<file path="src/rtl/vm_pkg.sv">
// Shared definitions for the vending machine refund path: coin values in
// 50-won units, denomination indices and the dispenser FSM states.
package vm_pkg;

   localparam logic [6:0] COIN50_U   = 7'd1;
   localparam logic [6:0] COIN100_U  = 7'd2;
   localparam logic [6:0] COIN500_U  = 7'd10;
   localparam logic [6:0] COIN1000_U = 7'd20;

   // Index order matches the LoadSel encoding used by the controller
   typedef enum logic [1:0] {
      DEN_50   = 2'd0,
      DEN_100  = 2'd1,
      DEN_500  = 2'd2,
      DEN_1000 = 2'd3
   } denom_e;

   typedef enum logic [2:0] {
      ST_IDLE,
      ST_SELECT,
      ST_PULSE,
      ST_GAP,
      ST_FINISH
   } state_e;

   function automatic logic [6:0] coin_units(input denom_e den);
      logic [6:0] units;
      case (den)
         DEN_50:   units = COIN50_U;
         DEN_100:  units = COIN100_U;
         DEN_500:  units = COIN500_U;
         default:  units = COIN1000_U;
      endcase
      return units;
   endfunction

endpackage

</file>
<file path="src/rtl/coin_inventory.sv">
// Four 8-bit coin counters: overwrite on load, saturating +1 on deposit,
// -1 on dispense, with per-denomination nonzero flags for change selection.
module coin_inventory import vm_pkg::*; #(
   parameter int unsigned INV_RESET = 10
) (
   input  logic       clk,
   input  logic       rst,
   input  logic       load_en,
   input  logic [1:0] load_sel,
   input  logic [7:0] load_count,
   input  logic [3:0] deposit,
   input  logic       dec_en,
   input  denom_e     dec_idx,
   output logic [3:0] nonzero
);

   logic [3:0][7:0] count_q;
   logic [3:0][7:0] count_d;

   // A deposit and a dispense of the same coin in one cycle cancel out
   always_comb begin
      count_d = count_q;
      for (int i = 0; i < 4; i++) begin
         if (load_en && (load_sel == 2'(i))) begin
            count_d[i] = load_count;
         end else if (deposit[i] && !(dec_en && (dec_idx == 2'(i)))) begin
            if (count_q[i] != 8'hFF) begin
               count_d[i] = count_q[i] + 8'd1;
            end
         end else if (!deposit[i] && dec_en && (dec_idx == 2'(i))) begin
            count_d[i] = count_q[i] - 8'd1;
         end
      end
   end

   always_comb begin
      nonzero = '0;
      for (int i = 0; i < 4; i++) begin
         nonzero[i] = (count_q[i] != 8'd0);
      end
   end

   always_ff @(posedge clk) begin
      if (rst) begin
         count_q <= {4{8'(INV_RESET)}};
      end else begin
         count_q <= count_d;
      end
   end

endmodule

</file>
<file path="src/rtl/change_dispenser.sv">
// Refund stage: pays out an accepted amount as a greedy series of one-cycle
// coin-eject pulses, limited by the coins currently held in inventory.
module change_dispenser import vm_pkg::*; #(
   parameter int unsigned PULSE_GAP = 1,
   parameter int unsigned INV_RESET = 10
) (
   input  logic       CLK,
   input  logic       RST,
   input  logic       Req,
   input  logic [6:0] Amount,
   output logic       Ready,
   input  logic       Load,
   input  logic [1:0] LoadSel,
   input  logic [7:0] LoadCount,
   input  logic       Deposit50,
   input  logic       Deposit100,
   input  logic       Deposit500,
   input  logic       Deposit1000,
   output logic       Return50,
   output logic       Return100,
   output logic       Return500,
   output logic       Return1000,
   output logic       Done,
   output logic       Short,
   output logic [6:0] Remain
);

   localparam logic [3:0] GAP_LAST = 4'(PULSE_GAP - 1);

   state_e     state_q, state_d;
   logic [6:0] remain_q, remain_d;
   logic       short_q, short_d;
   denom_e     sel_q, sel_d;
   logic [3:0] gap_q, gap_d;
   logic       dec_en;
   logic [3:0] inv_nonzero;

   coin_inventory #(
      .INV_RESET (INV_RESET)
   ) u_inv (
      .clk        (CLK),
      .rst        (RST),
      .load_en    (Load && (state_q == ST_IDLE)),
      .load_sel   (LoadSel),
      .load_count (LoadCount),
      .deposit    ({Deposit1000, Deposit500, Deposit100, Deposit50}),
      .dec_en     (dec_en),
      .dec_idx    (sel_q),
      .nonzero    (inv_nonzero)
   );

   always_comb begin
      state_d  = state_q;
      remain_d = remain_q;
      short_d  = short_q;
      sel_d    = sel_q;
      gap_d    = gap_q;
      dec_en   = 1'b0;
      case (state_q)
         ST_IDLE: begin
            if (Req) begin
               remain_d = Amount;
               short_d  = 1'b0;
               state_d  = ST_SELECT;
            end
         end
         ST_SELECT: begin
            // Largest coin that fits and is in stock; none means we are stuck
            if (remain_q == 7'd0) begin
               state_d = ST_FINISH;
            end else if ((remain_q >= COIN1000_U) && inv_nonzero[DEN_1000]) begin
               sel_d   = DEN_1000;
               state_d = ST_PULSE;
            end else if ((remain_q >= COIN500_U) && inv_nonzero[DEN_500]) begin
               sel_d   = DEN_500;
               state_d = ST_PULSE;
            end else if ((remain_q >= COIN100_U) && inv_nonzero[DEN_100]) begin
               sel_d   = DEN_100;
               state_d = ST_PULSE;
            end else if (inv_nonzero[DEN_50]) begin
               sel_d   = DEN_50;
               state_d = ST_PULSE;
            end else begin
               state_d = ST_FINISH;
            end
         end
         ST_PULSE: begin
            remain_d = remain_q - coin_units(sel_q);
            dec_en   = 1'b1;
            gap_d    = 4'd0;
            state_d  = (PULSE_GAP != 0) ? ST_GAP : ST_SELECT;
         end
         ST_GAP: begin
            if (gap_q == GAP_LAST) begin
               gap_d   = 4'd0;
               state_d = ST_SELECT;
            end else begin
               gap_d = gap_q + 4'd1;
            end
         end
         ST_FINISH: begin
            if (remain_q != 7'd0) begin
               short_d = 1'b1;
            end
            state_d = ST_IDLE;
         end
         default: begin
            state_d = ST_IDLE;
         end
      endcase
   end

   always_ff @(posedge CLK) begin
      if (RST) begin
         state_q  <= ST_IDLE;
         remain_q <= 7'd0;
         short_q  <= 1'b0;
         sel_q    <= DEN_50;
         gap_q    <= 4'd0;
      end else begin
         state_q  <= state_d;
         remain_q <= remain_d;
         short_q  <= short_d;
         sel_q    <= sel_d;
         gap_q    <= gap_d;
      end
   end

   // Short is already visible alongside Done, then held by short_q
   assign Ready      = (state_q == ST_IDLE);
   assign Done       = (state_q == ST_FINISH);
   assign Short      = short_q | (Done && (remain_q != 7'd0));
   assign Remain     = remain_q;
   assign Return50   = (state_q == ST_PULSE) && (sel_q == DEN_50);
   assign Return100  = (state_q == ST_PULSE) && (sel_q == DEN_100);
   assign Return500  = (state_q == ST_PULSE) && (sel_q == DEN_500);
   assign Return1000 = (state_q == ST_PULSE) && (sel_q == DEN_1000);

endmodule

</file>
<file path="config.mk">
export PLATFORM = sky130hd
export DESIGN_NAME = change_dispenser
export DESIGN_NICKNAME = d
export VERILOG_FILES = /design/src/rtl/vm_pkg.sv /design/src/rtl/coin_inventory.sv /design/src/rtl/change_dispenser.sv
export SDC_FILE = /design/constraint.sdc
export NUM_CORES = 1
export LEC_CHECK = 0
export ABC_CLOCK_PERIOD_IN_PS = 5700
export CAP_MARGIN = 5
export CORE_MARGIN = 2
export CORE_UTILIZATION = 45
export CTS_CLUSTER_DIAMETER = 80
export DETAILED_ROUTE_END_ITERATION = 10
export PLACE_DENSITY = 0.75
export SLEW_MARGIN = 10
export SYNTH_ARGS = -nofsm -noshare
export SYNTH_HDL_FRONTEND = slang
export SYNTH_SLANG_ARGS = --single-unit
</file>
<file path="constraint.sdc">
create_clock -name CLK -period 5.7 [get_ports CLK]
set_input_delay 0.855 -clock CLK [delete_from_list [all_inputs] [get_ports CLK]]
set_output_delay 0.855 -clock CLK [all_outputs]
set_load 0.03 [all_outputs]
</file>
# After elaboration in Yosys (flattened, before gate mapping)
# Cells that the tools add are included.
[classes]
addsub = 10
n_lt_le_gt_ge = 3
n_eq_ne = 21
muxes = 38
n_bitwise = 2
n_reduce_logical = 63
[op_table]
columns = ["op", "count"]
rows = [
  ["two-way mux 8 bit", 16],
  ["adder 8 x 1 -> 8 bit (second input constant)", 4],
  ["inequality test 8 bit (second input constant)", 4],
  ["nonzero test 8 bit", 4],
  ["subtractor 8 x 1 -> 8 bit (second input constant)", 4],
  ["logical AND 1 bit", 29],
  ["two-way mux 3 bit", 7],
  ["one-hot mux 5 bit (3 select lines)", 1],
  ["two-way mux 7 bit", 2],
  ["one-hot mux 7 bit (2 select lines)", 1],
  ["inequality test 3 x 2 -> 1 bit (second input constant)", 4],
  ["one-hot mux 3 bit (4 select lines)", 1],
  ["AND reduction 2 bit", 6],
  ["nonzero test 3 bit", 4],
  ["== test 2 bit (second input constant)", 4],
  ["zero test 1 bit", 8],
  ["two-way mux 2 bit", 4],
  ["one-hot mux 4 bit (2 select lines)", 1],
  ["greater-or-equal comparator 7 x 2 -> 1 bit (second input constant)", 1],
  ["greater-or-equal comparator 7 x 4 -> 1 bit (second input constant)", 1],
  ["greater-or-equal comparator 7 x 5 -> 1 bit (second input constant)", 1],
  ["zero test 7 bit", 1],
  ["nonzero test 7 bit", 1],
  ["subtractor 7 bit", 1],
  ["other kinds (18)", 27],
]
[totals]
regBits = 49
in_bits = 25
out_inout_bits = 14

# Depth between registers and ports, before layout
# Gate-level depths: netlist of the first run.
[logic_depth]
ltp_word = 7
ltp_mapped = 12
depth_no_buf = 12

# Modules after synthesis
# A second synthesis of the first run with hierarchy kept.
[unflattened]
cells_unflattened = 459
hier_area_um2 = 3854.9
[modules_own_cells]
columns = ["mod", "instances", "cells_per_inst", "area_each_um2", "seq_area_each_um2"]
rows = [
  ["coin_inventory", 1, 314, 2673.8, 640.6],
  ["change_dispenser", 1, 145, 1181.1, 340.3],
]

# Worst setup path before layout of the first run
# No wires, ideal clock.
[synth_timing]
path_type = "reg-to-output"
start = "register state_q[2]"
end = "output Short"
arrival_ns = 1.974
t_required_ns = 4.845
slack_ns = 2.871
stages_incl_launch_ff = 5
path_cell_list = "dfxtp_1 clkbuf_1 nor3b_1 o21ai_0 nand2b_1"
[synth_via]
elab_chain_len = 3
[synth_lines]
columns = ["item", "line", "rtl"]
rows = [
  ["start: declaration", "change_dispenser.sv:30", "state_e state_q, state_d;"],
  ["start signal: assignment", "change_dispenser.sv:121", "state_q <= state_d;"],
  ["== test 3 bit", "change_dispenser.sv:131", "assign Done = (state_q == ST_FINISH);"],
  ["named net Done", "change_dispenser.sv:23", "output logic Done,"],
  ["logical AND 1 bit", "change_dispenser.sv:132", "assign Short = short_q | (Done && (remain_q != 7'd0));"],
  ["OR 1 bit", "change_dispenser.sv:132", ""],
  ["end: declaration", "change_dispenser.sv:24", "output logic Short,"],
]
# The timed path passes the listed nets, and every way through them passes these cells.

# Worst setup path in the final report of the first run
[layout_timing]
start = "input Deposit100"
end = "register u_inv.count_q[15] (netlist bit)"
[layout_via]
elab_chain_len = 5
elab_cells_between_ends = 9
classes_between = "1 x eq/ne; 2 x mux; 6 x reduce/logical"
[layout_lines]
columns = ["item", "line", "rtl"]
rows = [
  ["start: declaration", "change_dispenser.sv:16", "input logic Deposit100,"],
  ["zero test 1 bit", "coin_inventory.sv:30", "end else if (!deposit[i] && dec_en && (dec_idx == 2'(i))) begin"],
  ["logical AND 1 bit (2 in a row)", "coin_inventory.sv:30", ""],
  ["nonzero test 3 bit (no source line)", "--", ""],
  ["AND reduction 2 bit (no source line)", "--", ""],
  ["end signal: assignment", "coin_inventory.sv:45", "count_q <= {4{8'(INV_RESET)}};"],
  ["end signal: assignment", "coin_inventory.sv:47", "count_q <= count_d;"],
  ["end: declaration", "coin_inventory.sv:17", "logic [3:0][7:0] count_q;"],
]
# Several ways; a longest one is shown, not always the timed one.
# A chain may end at the register's enable or synchronous reset.

==> results by group, run 1 <==
Route
  • First DRT Iteration DRCs: 208
  • Post-DR wirelength/cell: 15.1 µm
  • Post-route DRC violation count: 0
  • Final wirelength: a little over 9 mm
  • TritonRoute pass-1 iters: 4
  • Vias/cell: 5.85
  • Vias: 3607
  • DRT antenna net count: 0

Cells and area
  • Commonest non-fill, non-tap cell in the layout: nand2_1
  • Design Area, Final: 0.00442 mm²
  • Nets: 579
  • Layout cells sized above 1: 4.30%
  • Area delta synth->final: 14.0%
  • Fill cells: a little under 800
  • Antenna diodes: 0
  • Commonest non-fill, non-tap cells in the layout: 56 x nand2_1, 49 x dfxtp_1, 38 x ha_1, 38 x clkdlybuf4s50_1, 37 x nor2_1
  • Final Non-Filler Cells: between 600 and 700

Synth
  • Mapped Area: between 0.003 and 0.004 mm²
  • EDFF count, synth: 0
  • Synth Register Bits: between 40 and 50
  • Synth cell types: 53
  • Net Count, Synth: 550
  • Seq/Total Area, Yosys: between 20% and 30%
  • Avg Cell Area, Syn: roughly 8.0 µm²
  • Fraction of registers with async set/reset: 0%
  • Ys flop type: dfxtp_1
  • Cells after Synth: 482
  • Warnings from Yosys: 0

STA
  • Final worst slack: about 2.5 ns
  • Final setup fails: 0
  • Final period util: between 50 and 60%
  • Setup tns final: 0 ns
  • Worst slew margin: between 30% and 40%
  • Fin crit period: about 3.2 ns
  • Max Clk Rate: between 300 and 400 MHz
  • RSZ-0062 raised after global routing: false
  • Max-slew violation count: 0
  • Setup Skew: around 0.0098 ns
  • Worst-margin pin slew: roughly 1.0 ns
  • Fin. Hold Viols: 0

Worst hold path
  • Min-Delay Path Class: reg2reg
  • Min-delay src: short_q$_SDFFE_PP0P_
  • WHS Endpoint: short_q$_SDFFE_PP0P_
  • Worst Hold Depth: 2

Clock tree
  • CTS tree: yes
  • Root Driver: clkbuf_8
  • Clock transition at the registers of the reported paths: 0.10 ns
  • CTS Buf Count: 5
  • CTS resizes: 0
  • CTS max path bufs: 2
  • Sinks on Clock Net: slightly below 50
  • Worst-skew pair later-pin latency: 0.31 ns
  • Post-CTS Setup Inserts: 0
  • Max H-tree Level: 2
  • # hold bufs at CTS: 0

Die
  • Rows: 33
  • Die H: 96.8 µm
  • Top-Level Pins: 39
  • Starting density of the core: 46.7%
  • Die Area: 0.00938 mm²
  • Core region area: roughly 0.0083 mm²
  • Die X: slightly below 100 µm

Global routing
  • First-pass GRT wire length: 15.9 mm
  • Initial antenna violation count: 0
  • Met1 usage: about 27%
  • Largest net degree at the start of global routing: 52
  • GR peak layer: met2
  • GR Layer Usage met2: 33.2%
  • Global Route Usage Sum: 20.1%
  • Met3 usage: roughly 3.0%
  • Global route overflow: 0
  • Vias in the first global route: 3410

Worst setup path
  • FF-to-FF Start: state_q[1]$_SDFFE_PP0P_
  • CP arrival: between 3 and 4 ns
  • Worst reg2reg path depth: 9
  • Required @ worst endpoint: between 5 and 6 ns
  • R2R setup slack: approximately 2.5 ns
  • Endpoint class of the critical path: register
  • CP Launch Type: primary input
  • Worst Setup SP: Deposit100
  • FF-to-FF End: u_inv.count_q[31]$_SDFFE_PP0P_
  • Worst-path maximum fanout: 7
  • Setup CP Type: in2reg

Place
  • Dpl cell area: ~0.0043 mm²
  • Pre-CTS WS: between 2 and 2.5 ns
  • Placed Instances: about 610
  • IO buf count: 38
  • Post-DP HPWL: slightly above 7 mm
  • GP Congestion: roughly 0.92

Job
  • Max cap viols: 0

Run status
  • Outcome: finished, final reports clean

Pwr
  • PwrDens: about 320 mW/mm²
  • Design Power: approximately 1400 µW
  • VDD IR-drop max: ~0.22 mV
  • Leakage: 0.00179 µW
[cells in the mapped netlist, types with 3 or more instances]
| cell type | number | share of area (%) |
|---|---|---|
| nor2_1 | 37 | 3.6 |
| nor3b_1 | 3 | 0.58 |
| o21a_1 | 3 | 0.58 |
| clkbuf_1 | 16 | 1.5 |
| ha_1 | 38 | 12 |
| a31oi_1 | 4 | 0.65 |
| inv_1 | 24 | 2.3 |
| o21bai_1 | 5 | 0.97 |
| nand4bb_1 | 4 | 1.2 |
| nand2_1 | 56 | 5.4 |
| a311oi_1 | 13 | 2.9 |
| nand3_1 | 11 | 1.4 |
| xnor2_1 | 13 | 2.9 |
| a21o_1 | 9 | 1.7 |
| mux2i_1 | 15 | 3.9 |
| fa_1 | 5 | 2.6 |
| o211ai_1 | 7 | 1.4 |
| or2_2 | 4 | 0.65 |
| nand4_1 | 10 | 1.6 |
| xor2_1 | 12 | 2.7 |
| dfxtp_1 | 49 | 25 |
| nor2b_1 | 6 | 0.97 |
| or3_1 | 7 | 1.1 |
| nand2b_1 | 10 | 1.6 |
| a21oi_1 | 34 | 4.4 |
| nor4_1 | 9 | 1.5 |
| o21ai_0 | 24 | 3.1 |
| nor3_1 | 10 | 1.3 |
| mux2_2 | 3 | 0.87 |
| and3_1 | 5 | 0.81 |
| a211oi_1 | 7 | 1.4 |
[where the power goes]
part	leakage, µW	total [µW]	internal [µW]	switching (µW)
combinational	0.00134	713	329	384
clock	0.0000456	210	87.7	122
sequential	0.000404	495	406	89.0
total	0.00179	1420	823	596
[metrics by stage]
step                      utilization, %  hold slack [ns]
after floorplan                        -            0.431
after global placement              52.1            0.443
after detailed placement            52.1            0.450
after CTS                           53.2            0.463
after global routing                53.2            0.491
final                               53.2            0.457
[sequential cells by signal, indices dropped and copies added, names as in the netlist]
name / flops
Remain: 7
gap_q: 4
sel_q: 2
short_q: 1
state_q: 3
u_inv.count_q: 32
[worst max-delay path: stages]
cell	delay [ns]
clkdlybuf4s50_1	0.47
and2_1	0.20
inv_1	0.16
ha_1	0.30
a21o_1	0.19
and4_1	0.22
o41ai_1	0.41
a21oi_1	0.14
o311ai_0	0.33
a31oi_1	0.13
[layer usage]
layer | wire length [µm] | vias to the layer above
li1 | - | 1824
met1 | 4390 | 1696
met2 | 4370 | 74
met3 | 442 | 13
met4 | 145 | 0
met5 | 0 | -
[worst max path at each step]
stage	endpoint	slack (ns)
2_1_floorplan	Short	2.87
5_1_grt	u_inv.count_q[31]$_SDFFE_PP0P_	2.30
6_report	u_inv.count_q[15]$_SDFFE_PP0P_	2.48
3_3_place_gp	u_inv.count_q[15]$_SDFFE_PP0P_	2.23
4_1_cts	u_inv.count_q[15]$_SDFFE_PP0P_	2.49
3_5_place_dp	u_inv.count_q[15]$_SDFFE_PP0P_	2.17
[kinds of logic (layout without fill, tap and decap cells)]
logic type / Yosys count / in the layout / share of synthesized area [%]
fa+ha+maj: 43 / 43 / 14.8
mux: 18 / 18 / 4.74
simple gates: 181 / 181 / 23.9
compound gates: 123 / 123 / 21.1
buf+inv: 43 / 73 / 4.49
flops: 49 / 49 / 25.3
xor+xnor: 25 / 25 / 5.65
[final cells by class]
| cell class | count | area [µm²] | area share [%] |
|---|---|---|---|
| clock inverter | 2 | 13.8 | 0.311 |
| timing repair buffer | 41 | 403 | 9.12 |
| sequential | 49 | 981 | 22.2 |
| multi-input combinational | 390 | 2730 | 61.7 |
| inverter | 24 | 90.1 | 2.04 |
| clock buffer | 6 | 72.6 | 1.64 |
| tap | 105 | 131 | 2.97 |
No activity file was read; power rests on OpenSTA's default activity.
==> run 2, diff against run 1 <==
--- a/config.mk
+++ b/config.mk
@@ -5,13 +5,13 @@
 export SDC_FILE = /design/constraint.sdc
 export NUM_CORES = 1
 export LEC_CHECK = 0
-export ABC_CLOCK_PERIOD_IN_PS = 5700
+export ABC_CLOCK_PERIOD_IN_PS = 2700
 export CAP_MARGIN = 5
 export CORE_MARGIN = 2
 export CORE_UTILIZATION = 45
 export CTS_CLUSTER_DIAMETER = 80
 export DETAILED_ROUTE_END_ITERATION = 10
-export PLACE_DENSITY = 0.75
+export PLACE_DENSITY = 0.78
 export SLEW_MARGIN = 10
 export SYNTH_ARGS = -nofsm -noshare
 export SYNTH_HDL_FRONTEND = slang
==> constraint.sdc (replaced) <==
create_clock -name CLK -period 2.7 [get_ports CLK]
set_input_delay 0.405 -clock CLK [delete_from_list [all_inputs] [get_ports CLK]]
set_output_delay 0.405 -clock CLK [all_outputs]
set_load 0.03 [all_outputs]
==> run 2 against run 1 <==
Compared with the run above: hold slack improved by 0.0054 ns; sequential share of layout area fell by 2.5 points; wire length rose by 13%; non-clock buffer count rose by 44; clock skew rose by 0.00069 ns; worst setup slack got worse by 2.5 ns; first-iteration DRC count rose by 9.6%; core utilization rose by 6.9 points; combinational power rose by 150%; critical path type is now reg2reg; critical endpoint is now u_inv.count_q[23]$_SDFFE_PP0P_; highest routed layer unchanged.
==> results by group, run 2 (synthesized netlist as in run 1, its figures left out) <==
Job
  • Max cap viols: 0

Global routing
  • Largest net degree at the start of global routing: 23
  • Global route overflow: 0
  • Initial antenna violation count: 0
  • Global Route Usage Sum: between 20% and 30%
  • First-pass GRT wire length: 16.6 mm
  • Vias in the first global route: about 3500

Die
  • Top-Level Pins: 39
  • Die Area: approximately 0.0094 mm²
  • Core region area: 0.00830 mm²
  • Die H: 96.8 µm
  • Rows: 33
  • Die X: between 90 and 100 µm
  • Starting density of the core: between 40 and 50%

Cells and area
  • Commonest non-fill, non-tap cell in the layout: nand2_1
  • Layout cells sized above 1: 17.1%
  • Antenna diodes: 0
  • Final Core Density: 60.2%
  • Nets: a little over 600
  • Most flops, register: u_inv.count_q
  • Commonest non-fill, non-tap cells in the layout: 53 x nand2_1, 46 x dfxtp_1, 45 x buf_4, 38 x clkdlybuf4s50_1, 37 x nor2_1
  • Design Area, Final: 0.00499 mm²
  • Final Non-Filler Cells: between 600 and 700
  • Max reg flops: 32
  • Area delta synth->final: 28.8%

STA
  • Setup Skew: between 0.01 and 0.015 ns
  • Worst-margin pin slew: 0.733 ns
  • Final period util: a little over nine tenths
  • Final setup fails: 0
  • Max-slew violation count: 0
  • Fin. Hold Viols: 0
  • RSZ-0062 raised after global routing: true
  • Worst slew margin: 51.0%
  • Fin crit period: approximately 2.7 ns
  • Final worst slack: ~0.029 ns
  • Max Clk Rate: between 300 and 400 MHz

Run status
  • Outcome: finished, final reports clean

Route
  • Vias: 3835
  • First DRT Iteration DRCs: 228
  • Post-route DRC violation count: 0
  • Post-DR wirelength/cell: between 15 and 20 µm
  • DRT antenna net count: 0
  • Final wirelength: ~11 mm
  • Vias/cell: a little under 6
  • TritonRoute pass-1 iters: 4

Pwr
  • VDD IR-drop max: 0.330 mV
  • PwrDens: 674 mW/mm²
  • Leakage: 0.00204 µW

Place
  • Pre-CTS WS: -0.298 ns
  • IO buf count: 38
  • Placed Instances: roughly 650
  • Post-DP HPWL: around 8 mm
  • GP Congestion: 0.910
  • Dpl cell area: around 0.0047 mm²

Clock tree
  • # hold bufs at CTS: 0
  • Clock transition at the registers of the reported paths: around 0.10 ns
  • Root Driver: clkbuf_8
  • CTS tree: yes
  • Sinks on Clock Net: just under 50
  • Worst-skew pair later-pin latency: about 0.32 ns
  • CTS Buf Count: 5
  • CTS max path bufs: 2
  • Max H-tree Level: 2

Worst setup path
  • R2R setup slack: about 0.029 ns
  • Worst Setup SP: sel_q[1]$_SDFFE_PP0P_
  • CP arrival: about 3 ns
  • Setup CP Type: reg2reg
  • Crit path to: u_inv.count_q[23]$_SDFFE_PP0P_
  • FF-to-FF Start: sel_q[1]$_SDFFE_PP0P_
  • Worst-path maximum fanout: 4
  • FF-to-FF End: u_inv.count_q[23]$_SDFFE_PP0P_
  • Required @ worst endpoint: between 2 and 3 ns
  • CP Launch Type: register
  • Worst reg2reg path depth: 11
  • Endpoint class of the critical path: register

Worst hold path
  • Min-Delay Path Class: reg2reg
-- run 2: timing repair --
action	CTS	global route
setup buffers	0	2
resized for setup	4	31
pin swaps	2	11
endpoints found under the hold margin	0	0
setup endpoints to repair	2	12
-- run 2: metal layers --
layer	global-route usage (%)	vias to the layer above	routed length, µm
met2	36.0	105	5050
met4	7.37	0	194
met1	27.6	1809	4660
li1	-	1907	-
met3	3.47	14	690
met5	0	-	0
-- run 2: layout make-up --
type	instances	area [µm²]
repair buffers	85	749
multi-input cells	390	2920
well taps	105	131
fillers	717	3310
inverters	24	92.6
flip-flops and latches	49	985
clock inverters	3	46.3
clock buffers	5	68.8
-- run 2: stage by stage --
step | total power [µW] | setup TNS, ns | hold slack (ns)
finish | 3360 | 0 | 0.462
global route | 3610 | -0.278 | 0.499
CTS | 3250 | -0.0117 | 0.464
detailed placement | 2680 | -0.661 | 0.449
global placement | 2610 | -0.225 | 0.442
floorplan | 2170 | 0 | 0.431
-- run 2: worst min-delay path by stage --
stage	cells past startpoint	slack, ns	endpoint	from
after CTS	2	0.46	short_q$_SDFFE_PP0P_	short_q$_SDFFE_PP0P_
after global placement	2	0.44	short_q$_SDFFE_PP0P_	short_q$_SDFFE_PP0P_
after global routing	2	0.50	short_q$_SDFFE_PP0P_	short_q$_SDFFE_PP0P_
final	2	0.46	short_q$_SDFFE_PP0P_	short_q$_SDFFE_PP0P_
after floorplan	2	0.43	short_q$_SDFFE_PP0P_	short_q$_SDFFE_PP0P_
after detailed placement	2	0.45	short_q$_SDFFE_PP0P_	short_q$_SDFFE_PP0P_
-- run 2: critical path, stage by stage (launching register included) --
cell       delay [ns]
dfxtp_2          0.35
buf_4            0.15
ha_1             0.17
nand4bb_1        0.15
nand2_2          0.08
ha_1             0.28
a21o_1           0.22
a41oi_2          0.22
a31oi_1          0.13
or3_1            0.35
a311o_1          0.36
a31oi_1          0.15
-- run 2: power by group --
part | switching [µW] | internal (µW) | total (µW)
combinational | 900 | 862 | 1760
clock | 277 | 278 | 555
sequential | 187 | 859 | 1050
total | 1360 | 2000 | 3360
==> run 3, diff against run 2 <==
--- a/config.mk
+++ b/config.mk
@@ -11,7 +11,7 @@
 export CORE_UTILIZATION = 45
 export CTS_CLUSTER_DIAMETER = 80
 export DETAILED_ROUTE_END_ITERATION = 10
-export PLACE_DENSITY = 0.78
+export PLACE_DENSITY = 0.79
 export SLEW_MARGIN = 10
 export SYNTH_ARGS = -nofsm -noshare
 export SYNTH_HDL_FRONTEND = slang
==> run 3 against run 2 <==
Compared with the run above: wire length up 0.35%; core utilization up 0.38 points; hold slack worse by 0.0021 ns; highest routed layer unchanged; worst setup slack better by 0.0061 ns; critical path type unchanged.
==> results by group, run 3 (synthesized netlist as in run 1, its figures left out) <==
Run status
  • Outcome: finished, final reports clean

STA
  • Final setup fails: 0
  • WHS: around 0.46 ns
  • Final period util: 98.7%
  • Max Clk Rate: approximately 380 MHz
  • Max-slew violation count: 0
  • Setup tns final: 0 ns
  • Worst slew margin: between 50% and 60%
  • Worst-margin pin slew: 0.722 ns
  • Fin. Hold Viols: 0
  • Setup Skew: ~0.011 ns
  • Fin crit period: about 2.7 ns
  • RSZ-0062 raised after global routing: true

Clock tree
  • # hold bufs at CTS: 0
  • Max H-tree Level: 2
  • Sinks on Clock Net: ~50
  • Worst-skew pair later-pin latency: around 0.3 ns
  • Root Driver: clkbuf_8
  • Clock transition at the registers of the reported paths: ~0.090 ns
  • CTS max path bufs: 2
  • CTS tree: yes
  • CTS Buf Count: 5

Die
  • Die H: around 97 µm
  • Top-Level Pins: 39
  • Rows: 33
  • Starting density of the core: 46.7%
  • Die Area: roughly 0.0094 mm²
  • Die X: between 90 and 100 µm
  • Core region area: roughly 0.0083 mm²

Pwr
  • PwrDens: 673 mW/mm²
  • Leakage: a little over 0.002 µW
  • VDD IR-drop max: ~0.37 mV
  • Design Power: roughly 3400 µW

Place
  • Post-DP HPWL: around 7.9 mm
  • IO buf count: 38
  • Placed Instances: roughly 650
  • GP Congestion: 0.870

Global routing
  • Global Route Usage Sum: 21.4%
  • Largest net degree at the start of global routing: 23
  • Vias in the first global route: around 3800
  • Initial antenna violation count: 0
  • Global route overflow: 0
  • First-pass GRT wire length: roughly 17 mm

Route
  • Post-route DRC violation count: 0
  • First DRT Iteration DRCs: between 200 and 300
  • TritonRoute pass-1 iters: 5
  • Post-DR wirelength/cell: between 15 and 20 µm
  • Vias/cell: 5.86
  • Vias: roughly 4000
  • DRT antenna net count: 0
  • Final wirelength: between 10 and 15 mm

Cells and area
  • Commonest non-fill, non-tap cells in the layout: 52 x nand2_1, 48 x buf_4, 47 x dfxtp_1, 38 x clkdlybuf4s50_1, 37 x nor2_1
  • Max reg flops: 32
  • Fill cells: 689
  • Final Non-Filler Cells: 664
  • Layout cells sized above 1: 17.9%
  • Commonest non-fill, non-tap cell in the layout: nand2_1
  • Nets: between 600 and 700
  • Area of the multi-input gates: about 0.003 mm²
  • Area delta synth->final: 29.6%
  • Storage element area: 986 µm²
  • Antenna diodes: 0
  • Most flops, register: u_inv.count_q

Worst setup path
  • Required @ worst endpoint: 2.90 ns
  • Setup CP Type: reg2reg
  • CP arrival: approximately 2.9 ns
  • CP Launch Type: register
  • Worst-path maximum fanout: 5
  • Endpoint class of the critical path: register

Job
  • Max cap viols: 0

Worst hold path
  • Min-Delay Path Class: reg2reg
run 3: changes by cell type in the layout (fill, tap and decap cells not counted), sizes merged:
cell    before  now
buf         47   50
clkbuf       5    6
clkinv       1    0
run 3: layer usage:
| metal | up-vias | part of all wire [%] | GRT usage, % |
|---|---|---|---|
| met3 | 15 | 4.6 | 3.61 |
| met4 | 0 | 1.4 | 5.20 |
| met2 | 105 | 49 | 37.6 |
| li1 | 1916 | - | - |
| met5 | - | 0 | 0 |
| met1 | 1852 | 45 | 27.4 |
run 3: where the power goes:
group	leakage [µW]	internal, µW	switching (µW)
clock network	0.0000574	302	257
logic	0.00159	876	901
registers	0.000406	859	187
run 3: worst max-delay path, stage by stage, from the launching register on:
cell	delay [ns]
dfxtp_2	0.34
buf_4	0.15
ha_1	0.18
nand4bb_1	0.16
nand2_2	0.08
buf_6	0.14
buf_4	0.15
fa_1	0.39
a21o_1	0.20
a21oi_2	0.14
o21ai_0	0.11
xor2_1	0.14
nand2_1	0.08
a311oi_1	0.30
run 3: final timing paths:
| check | from | endpoint | slack [ns] | cells past startpoint |
|---|---|---|---|---|
| setup / recovery | sel_q[1]$_SDFFE_PP0P_ | u_inv.count_q[22]$_SDFFE_PP0P_ | 0.03 | 13 |
| hold / removal | short_q$_SDFFE_PP0P_ | short_q$_SDFFE_PP0P_ | 0.46 | 2 |
| setup reg to reg | sel_q[1]$_SDFFE_PP0P_ | u_inv.count_q[22]$_SDFFE_PP0P_ | 0.03 | 13 |
| hold reg to reg | short_q$_SDFFE_PP0P_ | short_q$_SDFFE_PP0P_ | 0.46 | 2 |
run 3: repair_timing:
action	4_1_cts	5_1_grt
buffers inserted	0	3
setup endpoints to repair	3	11
pin swaps	2	13
gates resized for setup	5	31
cloned	0	0
run 3: cell type report:
type,count,area share [%]
Multi-Input combinational cell,390,58.2
Clock inverter,2,0.747
Clock buffer,6,1.64
Tap cell,105,2.62
Timing Repair Buffer,88,15.4
Inverter,24,1.79
Sequential cell,49,19.6
run 3: through the flow:
stage          setup WS, ns  area (µm²)  utilization, %
6_report             0.0348        5020            60.5
2_1_floorplan       0.00901        3890               -
5_1_grt             -0.0971        5020            60.5
3_3_place_gp        -0.0858        4680            56.4
4_1_cts              0.0261        4810            58.0
3_5_place_dp         -0.229        4680            56.4
